## config.mk

```make
export PLATFORM = sky130hd
export DESIGN_NAME = bottomhalf_bus_master
export DESIGN_NICKNAME = d
export VERILOG_FILES = /design/src/rtl/bottomhalf_pkg.sv /design/src/rtl/bh_phase_timer.sv /design/src/rtl/bottomhalf_bus_master.sv
export SDC_FILE = /design/constraint.sdc
export NUM_CORES = 1
export LEC_CHECK = 0
export BUFFER_PORTS_ARGS = -buffer_cell sky130_fd_sc_hd__buf_4
export CORE_ASPECT_RATIO = 0.6
export CORE_UTILIZATION = 35
export CTS_CLUSTER_DIAMETER = 40
export DETAILED_ROUTE_END_ITERATION = 8
export SLEW_MARGIN = 10
export SYNTH_ARGS = -nofsm -noshare
export SYNTH_HDL_FRONTEND = slang
export SYNTH_SLANG_ARGS = --single-unit
```

## constraint.sdc

```tcl
create_clock -name __osc -period 2.1 [get_ports __osc]
set_input_delay 0.42 -clock __osc [delete_from_list [all_inputs] [get_ports __osc]]
set_output_delay 0.42 -clock __osc [all_outputs]
set_load 0.01 [all_outputs]
```

## src/rtl/bottomhalf_pkg.sv

```systemverilog
// rtl/bottomhalf_pkg.sv - shared constants and types for the bottom-half bus
package bottomhalf_pkg;

    localparam int ADDR_OK_BIT = 4;

    localparam logic [7:0] ADDR_ID_TYPE_LO = 8'hFD;
    localparam logic [7:0] ADDR_ID_TYPE_HI = 8'hFE;
    localparam logic [7:0] ADDR_ID_SUBTYPE = 8'hFF;

    typedef enum logic [3:0] {
        ST_IDLE,
        ST_ALE_HI,
        ST_ALE_HOLD,
        ST_WR_SETUP,
        ST_WR_LOW,
        ST_WR_HOLD,
        ST_RD_TURN,
        ST_RD_LOW,
        ST_RECOVER,
        ST_DONE
    } bh_master_state_t;

    function automatic int bh_max(input int a, input int b);
        return (a > b) ? a : b;
    endfunction

    // Counter holds (cycles - 1), so max_count values need only clog2(max_count) bits.
    function automatic int bh_cnt_width(input int max_count);
        return (max_count > 1) ? $clog2(max_count) : 1;
    endfunction

endpackage

```

## src/rtl/bh_phase_timer.sv

```systemverilog
// rtl/bh_phase_timer.sv - loadable down-counter timing each bus phase
module bh_phase_timer
    import bottomhalf_pkg::*;
#(
    parameter int MAX_COUNT = 2
) (
    input  logic                                i_clk,
    input  logic                                i_rst_n,
    input  logic                                i_load,
    input  logic [bh_cnt_width(MAX_COUNT)-1:0]  i_load_val,
    output logic                                o_done
);

    localparam int CNT_W = bh_cnt_width(MAX_COUNT);

    logic [CNT_W-1:0] r_cnt;

    always_ff @(posedge i_clk or negedge i_rst_n) begin
        if (!i_rst_n) begin
            r_cnt <= '0;
        end else if (i_load) begin
            r_cnt <= i_load_val;
        end else if (r_cnt != '0) begin
            r_cnt <= r_cnt - 1'b1;
        end
    end

    assign o_done = (r_cnt == '0);

endmodule

```

## src/rtl/bottomhalf_bus_master.sv

```systemverilog
// rtl/bottomhalf_bus_master.sv - single-beat initiator for the bottom-half parallel bus
module bottomhalf_bus_master
    import bottomhalf_pkg::*;
#(
    parameter int PULSE_CYCLES = 2,
    parameter int SETUP_CYCLES = 1,
    parameter int ADDR_CACHE   = 1
) (
    input  logic       __osc,
    input  logic       __rst_n,
    input  logic       req_valid,
    output logic       req_ready,
    input  logic       req_write,
    input  logic [7:0] req_addr,
    input  logic [7:0] req_wdata,
    output logic       rsp_valid,
    output logic [7:0] rsp_rdata,
    output logic [7:0] bus_data_out,
    output logic       bus_data_oe,
    input  logic [7:0] bus_data_in,
    output logic       bus_ale,
    output logic       bus_write,
    output logic       bus_read
);

    localparam int MAX_COUNT = bh_max(PULSE_CYCLES, SETUP_CYCLES);
    localparam int CNT_W     = bh_cnt_width(MAX_COUNT);
    localparam logic [CNT_W-1:0] P_LOAD = CNT_W'(PULSE_CYCLES - 1);
    localparam logic [CNT_W-1:0] S_LOAD = CNT_W'(SETUP_CYCLES - 1);

    bh_master_state_t r_state;
    bh_master_state_t w_next_state;

    logic       r_req_ready;
    logic       r_rsp_valid;
    logic [7:0] r_rsp_rdata;
    logic [7:0] r_bus_data_out;
    logic       r_bus_data_oe;
    logic       r_bus_ale;
    logic       r_bus_write;
    logic       r_bus_read;

    logic       r_op_write;
    logic [7:0] r_op_addr;
    logic [7:0] r_op_wdata;
    logic       r_cache_valid;
    logic [7:0] r_cache_addr;

    logic             w_accept;
    logic             w_addr_hit;
    logic             w_timer_done;
    logic             w_load;
    logic [CNT_W-1:0] w_load_val;
    logic [7:0]       w_addr;
    logic [7:0]       w_wdata;
    logic [7:0]       w_data_out;
    logic             w_data_oe;
    logic             w_ale;
    logic             w_write;
    logic             w_read;

    assign w_accept   = req_valid && r_req_ready;
    assign w_addr_hit = (ADDR_CACHE != 0) && r_cache_valid && (req_addr == r_cache_addr);

    // Outputs are decoded from the next state so they appear registered in the state's first cycle.
    assign w_addr  = w_accept ? req_addr  : r_op_addr;
    assign w_wdata = w_accept ? req_wdata : r_op_wdata;

    always_comb begin
        w_next_state = r_state;
        case (r_state)
            ST_IDLE: begin
                if (w_accept) begin
                    if (!w_addr_hit)    w_next_state = ST_ALE_HI;
                    else if (req_write) w_next_state = ST_WR_SETUP;
                    else                w_next_state = ST_RD_TURN;
                end
            end
            ST_ALE_HI:   if (w_timer_done) w_next_state = ST_ALE_HOLD;
            ST_ALE_HOLD: if (w_timer_done) w_next_state = r_op_write ? ST_WR_SETUP : ST_RD_TURN;
            ST_WR_SETUP: if (w_timer_done) w_next_state = ST_WR_LOW;
            ST_WR_LOW:   if (w_timer_done) w_next_state = ST_WR_HOLD;
            ST_WR_HOLD:  if (w_timer_done) w_next_state = ST_DONE;
            ST_RD_TURN:  if (w_timer_done) w_next_state = ST_RD_LOW;
            ST_RD_LOW:   if (w_timer_done) w_next_state = ST_RECOVER;
            ST_RECOVER:  if (w_timer_done) w_next_state = ST_DONE;
            ST_DONE:     w_next_state = ST_IDLE;
            default:     w_next_state = ST_IDLE;
        endcase
    end

    always_comb begin
        w_load     = (w_next_state != r_state);
        w_load_val = '0;
        case (w_next_state)
            ST_ALE_HI, ST_WR_LOW, ST_RD_LOW:                         w_load_val = P_LOAD;
            ST_ALE_HOLD, ST_WR_SETUP, ST_WR_HOLD, ST_RD_TURN, ST_RECOVER: w_load_val = S_LOAD;
            default:                                                 w_load_val = '0;
        endcase
    end

    always_comb begin
        w_data_out = 8'h00;
        w_data_oe  = 1'b0;
        w_ale      = 1'b0;
        w_write    = 1'b1;
        w_read     = 1'b1;
        case (w_next_state)
            ST_ALE_HI: begin
                w_data_out = w_addr;
                w_data_oe  = 1'b1;
                w_ale      = 1'b1;
            end
            ST_ALE_HOLD: begin
                w_data_out = w_addr;
                w_data_oe  = 1'b1;
            end
            ST_WR_SETUP, ST_WR_HOLD: begin
                w_data_out = w_wdata;
                w_data_oe  = 1'b1;
            end
            ST_WR_LOW: begin
                w_data_out = w_wdata;
                w_data_oe  = 1'b1;
                w_write    = 1'b0;
            end
            ST_RD_LOW: w_read = 1'b0;
            default: ;
        endcase
    end

    bh_phase_timer #(
        .MAX_COUNT (MAX_COUNT)
    ) u_timer (
        .i_clk      (__osc),
        .i_rst_n    (__rst_n),
        .i_load     (w_load),
        .i_load_val (w_load_val),
        .o_done     (w_timer_done)
    );

    always_ff @(posedge __osc or negedge __rst_n) begin
        if (!__rst_n) begin
            r_state        <= ST_IDLE;
            r_req_ready    <= 1'b1;
            r_rsp_valid    <= 1'b0;
            r_bus_data_out <= 8'h00;
            r_bus_data_oe  <= 1'b0;
            r_bus_ale      <= 1'b0;
            r_bus_write    <= 1'b1;
            r_bus_read     <= 1'b1;
        end else begin
            r_state        <= w_next_state;
            r_req_ready    <= (w_next_state == ST_IDLE);
            r_rsp_valid    <= (w_next_state == ST_DONE);
            r_bus_data_out <= w_data_out;
            r_bus_data_oe  <= w_data_oe;
            r_bus_ale      <= w_ale;
            r_bus_write    <= w_write;
            r_bus_read     <= w_read;
        end
    end

    always_ff @(posedge __osc or negedge __rst_n) begin
        if (!__rst_n) begin
            r_op_write    <= 1'b0;
            r_op_addr     <= 8'h00;
            r_op_wdata    <= 8'h00;
            r_cache_valid <= 1'b0;
            r_cache_addr  <= 8'h00;
            r_rsp_rdata   <= 8'h00;
        end else begin
            if (w_accept) begin
                r_op_write <= req_write;
                r_op_addr  <= req_addr;
                r_op_wdata <= req_wdata;
            end
            if (r_state == ST_ALE_HOLD && w_timer_done) begin
                r_cache_valid <= 1'b1;
                r_cache_addr  <= r_op_addr;
            end
            // The responder has driven data for at least one full clock by the end of RD_LOW.
            if (r_state == ST_RD_LOW && w_timer_done) begin
                r_rsp_rdata <= bus_data_in;
            end
        end
    end

    assign req_ready    = r_req_ready;
    assign rsp_valid    = r_rsp_valid;
    assign rsp_rdata    = r_rsp_rdata;
    assign bus_data_out = r_bus_data_out;
    assign bus_data_oe  = r_bus_data_oe;
    assign bus_ale      = r_bus_ale;
    assign bus_write    = r_bus_write;
    assign bus_read     = r_bus_read;

endmodule

```

==> impl_metrics.ini <==
[cells_and_area]
antenna-diode-count = 0
syn_to_final_growth_pct = 41.7
fin_nets = 304
utilization_pct = 51.3
multi_input_area_sq_um = 1130
register_area_sq_um = 1330
n_fill_cell = 600
layout-drive-gt1-share_pct = 53.8

[yosys]
synth_common_cells = dfrtp_1, mux2_2, inv_1, mux2i_1
synthFlopType = dfrtp_1
synthTopCellsByArea = dfrtp_1, mux2_2, mux2i_1, dfstp_2, nand4b_1
yosysWarnings = 0
syn-num-nets = 221
synth.most_common_cell = dfrtp_1
yosysTopAreaCell = dfrtp_1
synth_edf_count = 0
ys_seq_area_share_pct = 55.0
ys_seq_elements = 53
netlist-cell-type-count = 39
yosys.area.top_type_share_pct = 51.7
syn_avg_cell_area_sq_um = 12.8
synthesis.instances = 189
syn_area_sq_um = 2420
async_flop_share_pct = 100

[worst_setup_path]
r2r-start = r_cache_addr[2]
r2r-end = bus_data_out[0]
start_kind = flip-flop
worstPathArrival_ps = 2480
worst-path-buf-inv = 2
required_ps = 2270
critical_path.top_delay_family = compound AO/OA/AOI/OAI gates
reg2reg_slack_ps = -210
critical_path.max_stage_delay_ps = 410
worstPathCellList = xor2_2 -> nor4_4 -> nand4_1 -> o22a_1 -> ha_2 -> buf_6 -> a211oi_4 -> buf_4 -> o31ai_1
worstSetupPathType = flip-flop to flip-flop
cpMaxStageDelayCell = dfrtp_1
crit_path_end_kind = flip-flop
r2r_cells = 9
cp_max_fo = 4

[power_and_ir_drop]
p_sw_share_pct = 36.7
power_mw = 6.20
p_switching_mw = 2.28
ir_drop_uv = 726
p_leak_nw = 1.62
power_density_nw_per_um2 = 1810
sequentialPowerShare_pct = 29.4
power_frac_comb_pct = 54.8
clkPwrFrac_pct = 15.8
power.internal_mw = 3.93

[floorplanning]
placementRows = 23
core_sq_um = 6680
die_x_um = 109
dieHeight_um = 66.4
die_area_sq_um = 7260
num_io_pins = 50
initial_core_util_pct = 36.2

[clock_network]
root_buffer = clkbuf_16
path_clk_slew_ps = 70
cts_tree = yes
hold_buffers = 0
cts_buffers = 5
cts_sinks = 53
clk_path_buf_depth = 2
h-tree-depth = 2
clk_latency_ps = 290

[drt]
first_pass_iters = 4
wl_mm = 5.63
ant_nets = 0
drt-initial-drc-count = 67
wl_per_cell_um = 15.6
vias = 1717
drc = 0
via_per_inst = 4.77

[timing]
period_share_pct = 110
max_freq_mhz = 433
setup_violations = 10
worst_slack_ps = -208
relSlewSlack_pct = 55.7
tightest_slew_ps = 664
fin_skew_ps = 4.05
rsz0062_at_grt = true
drv_slew = 0
fin_crit_ps = 2310
fin_setup_tns_ps = -1800
hold_viol = 0

[status]
violations = negative setup slack
outcome = finished, violations left

[global_routing]
grt_pass1_vias = 1634
top_usage_layer = met1
grt.met1_usage_pct = 26.9
grt_use_met2_pct = 20.0
track_usage_pct = 16.4
grt_overflow = 0
grt_max_degree = 54
grt_pass1_wl_mm = 8.63
antenna_found_initial = 0
met3_usage_pct = 5.02

[placement]
routabilityCongestion = 0.906
portBuffers = 49
place_ws_ps = -471
hpwlAfterDp_mm = 3.91

[min_path]
min_path_type = input port to async pin

[run]
drv.max_cap_violation_count = 0
-- cell usage in the layout, fill, tap and decap left out, drive strengths merged --
cell     instances
nor4             2
inv             13
nand2            8
and4bb           1
o31ai            8
o21ai            4
o22ai            1
xnor2            1
ha               4
clkbuf           6
nor3             6
buf             83
a211oi           2
o22a             2
a31oi            1
o21a             2
a21oi            5
or3              1
nor4b            1
or2              3
and3b            1
nor2b            2
xor2             7
nand2b           1
a22oi            1
nand4b           8
bufinv           1
and4             1
dfrtp           50
nand4            3
dfstp            3
mux2            25
a2bb2oi          1
nor2             5
mux2i           10
-- repair_timing --
| action | in CTS | in global routing |
|---|---|---|
| buffers inserted | 4 | 5 |
| pin swaps | 5 | 5 |
| gates resized for setup | 6 | 18 |
| endpoints found under the setup margin | 10 | 12 |
| cloned | 0 | 1 |
-- layer usage --
layer / vias to the layer above / share of wire (%) / routed length (um)
met1: 845 / 55 / 3120
met3: 2 / 4.8 / 270
li1: 839 / - / -
met2: 31 / 39 / 2210
met4: 0 / 0.43 / 24
met5: - / 0 / 0
-- registers in the layout, summed over array words and instances, names as in the netlist, 4 cells and up --
signal	flops
bus_data_out	8
r_cache_addr	8
r_op_addr	8
r_op_wdata	8
r_state	4
rsp_rdata	8
-- through the flow --
step,cells,hold WS (ps),cell area (sq um)
after floorplan,189,124,2430
after global placement,343,475,3060
after detailed placement,343,480,3060
after CTS,355,193,3300
after global routing,360,213,3430
final,360,161,3430
-- logic make-up after synthesis --
group	after synthesis	share of synthesized area (%)
and+or+nand+nor	43	12.6
muxes	35	15.8
buffers and inverters	19	3.31
xor gates and xnor gates	8	2.90
DFF	53	55.0
adders and majority gates	4	2.07
AOI/OAI and AO/OA	27	8.38
-- cell type report --
type	count	share of cell area [%]
sequential	53	38.8
multi-input combinational	117	33.1
timing repair buffer	83	18.4
clock buffer	6	4.05
tap	87	3.18
inverter	12	1.31
clock inverter	2	1.20
-- how the worst max path moves through the flow --
| stage | start | to | slack [ps] | depth (start not counted) |
|---|---|---|---|---|
| after global placement | req_addr[1] | bus_data_oe | -380 | 10 |
| after detailed placement | req_addr[1] | bus_data_out[4] | -470 | 9 |
| final | r_cache_addr[2] | bus_data_out[0] | -210 | 9 |
| after floorplan | r_cache_addr[1] | bus_data_oe | -40 | 9 |
| after CTS | r_cache_addr[2] | bus_data_out[7] | -220 | 10 |
| after global routing | r_cache_addr[2] | bus_data_oe | -330 | 8 |
-- power by group through the flow --
stage               Clock [mW]  Sequential, mW  Combinational, mW
floorplan                    0            1.82               1.70
global placement             0            1.82               2.82
detailed placement           0            1.82               2.86
CTS                       1.01            1.81               3.04
global route              1.05            1.89               3.70
finish                   0.980            1.83               3.40
(Power assumes the default switching activity.)
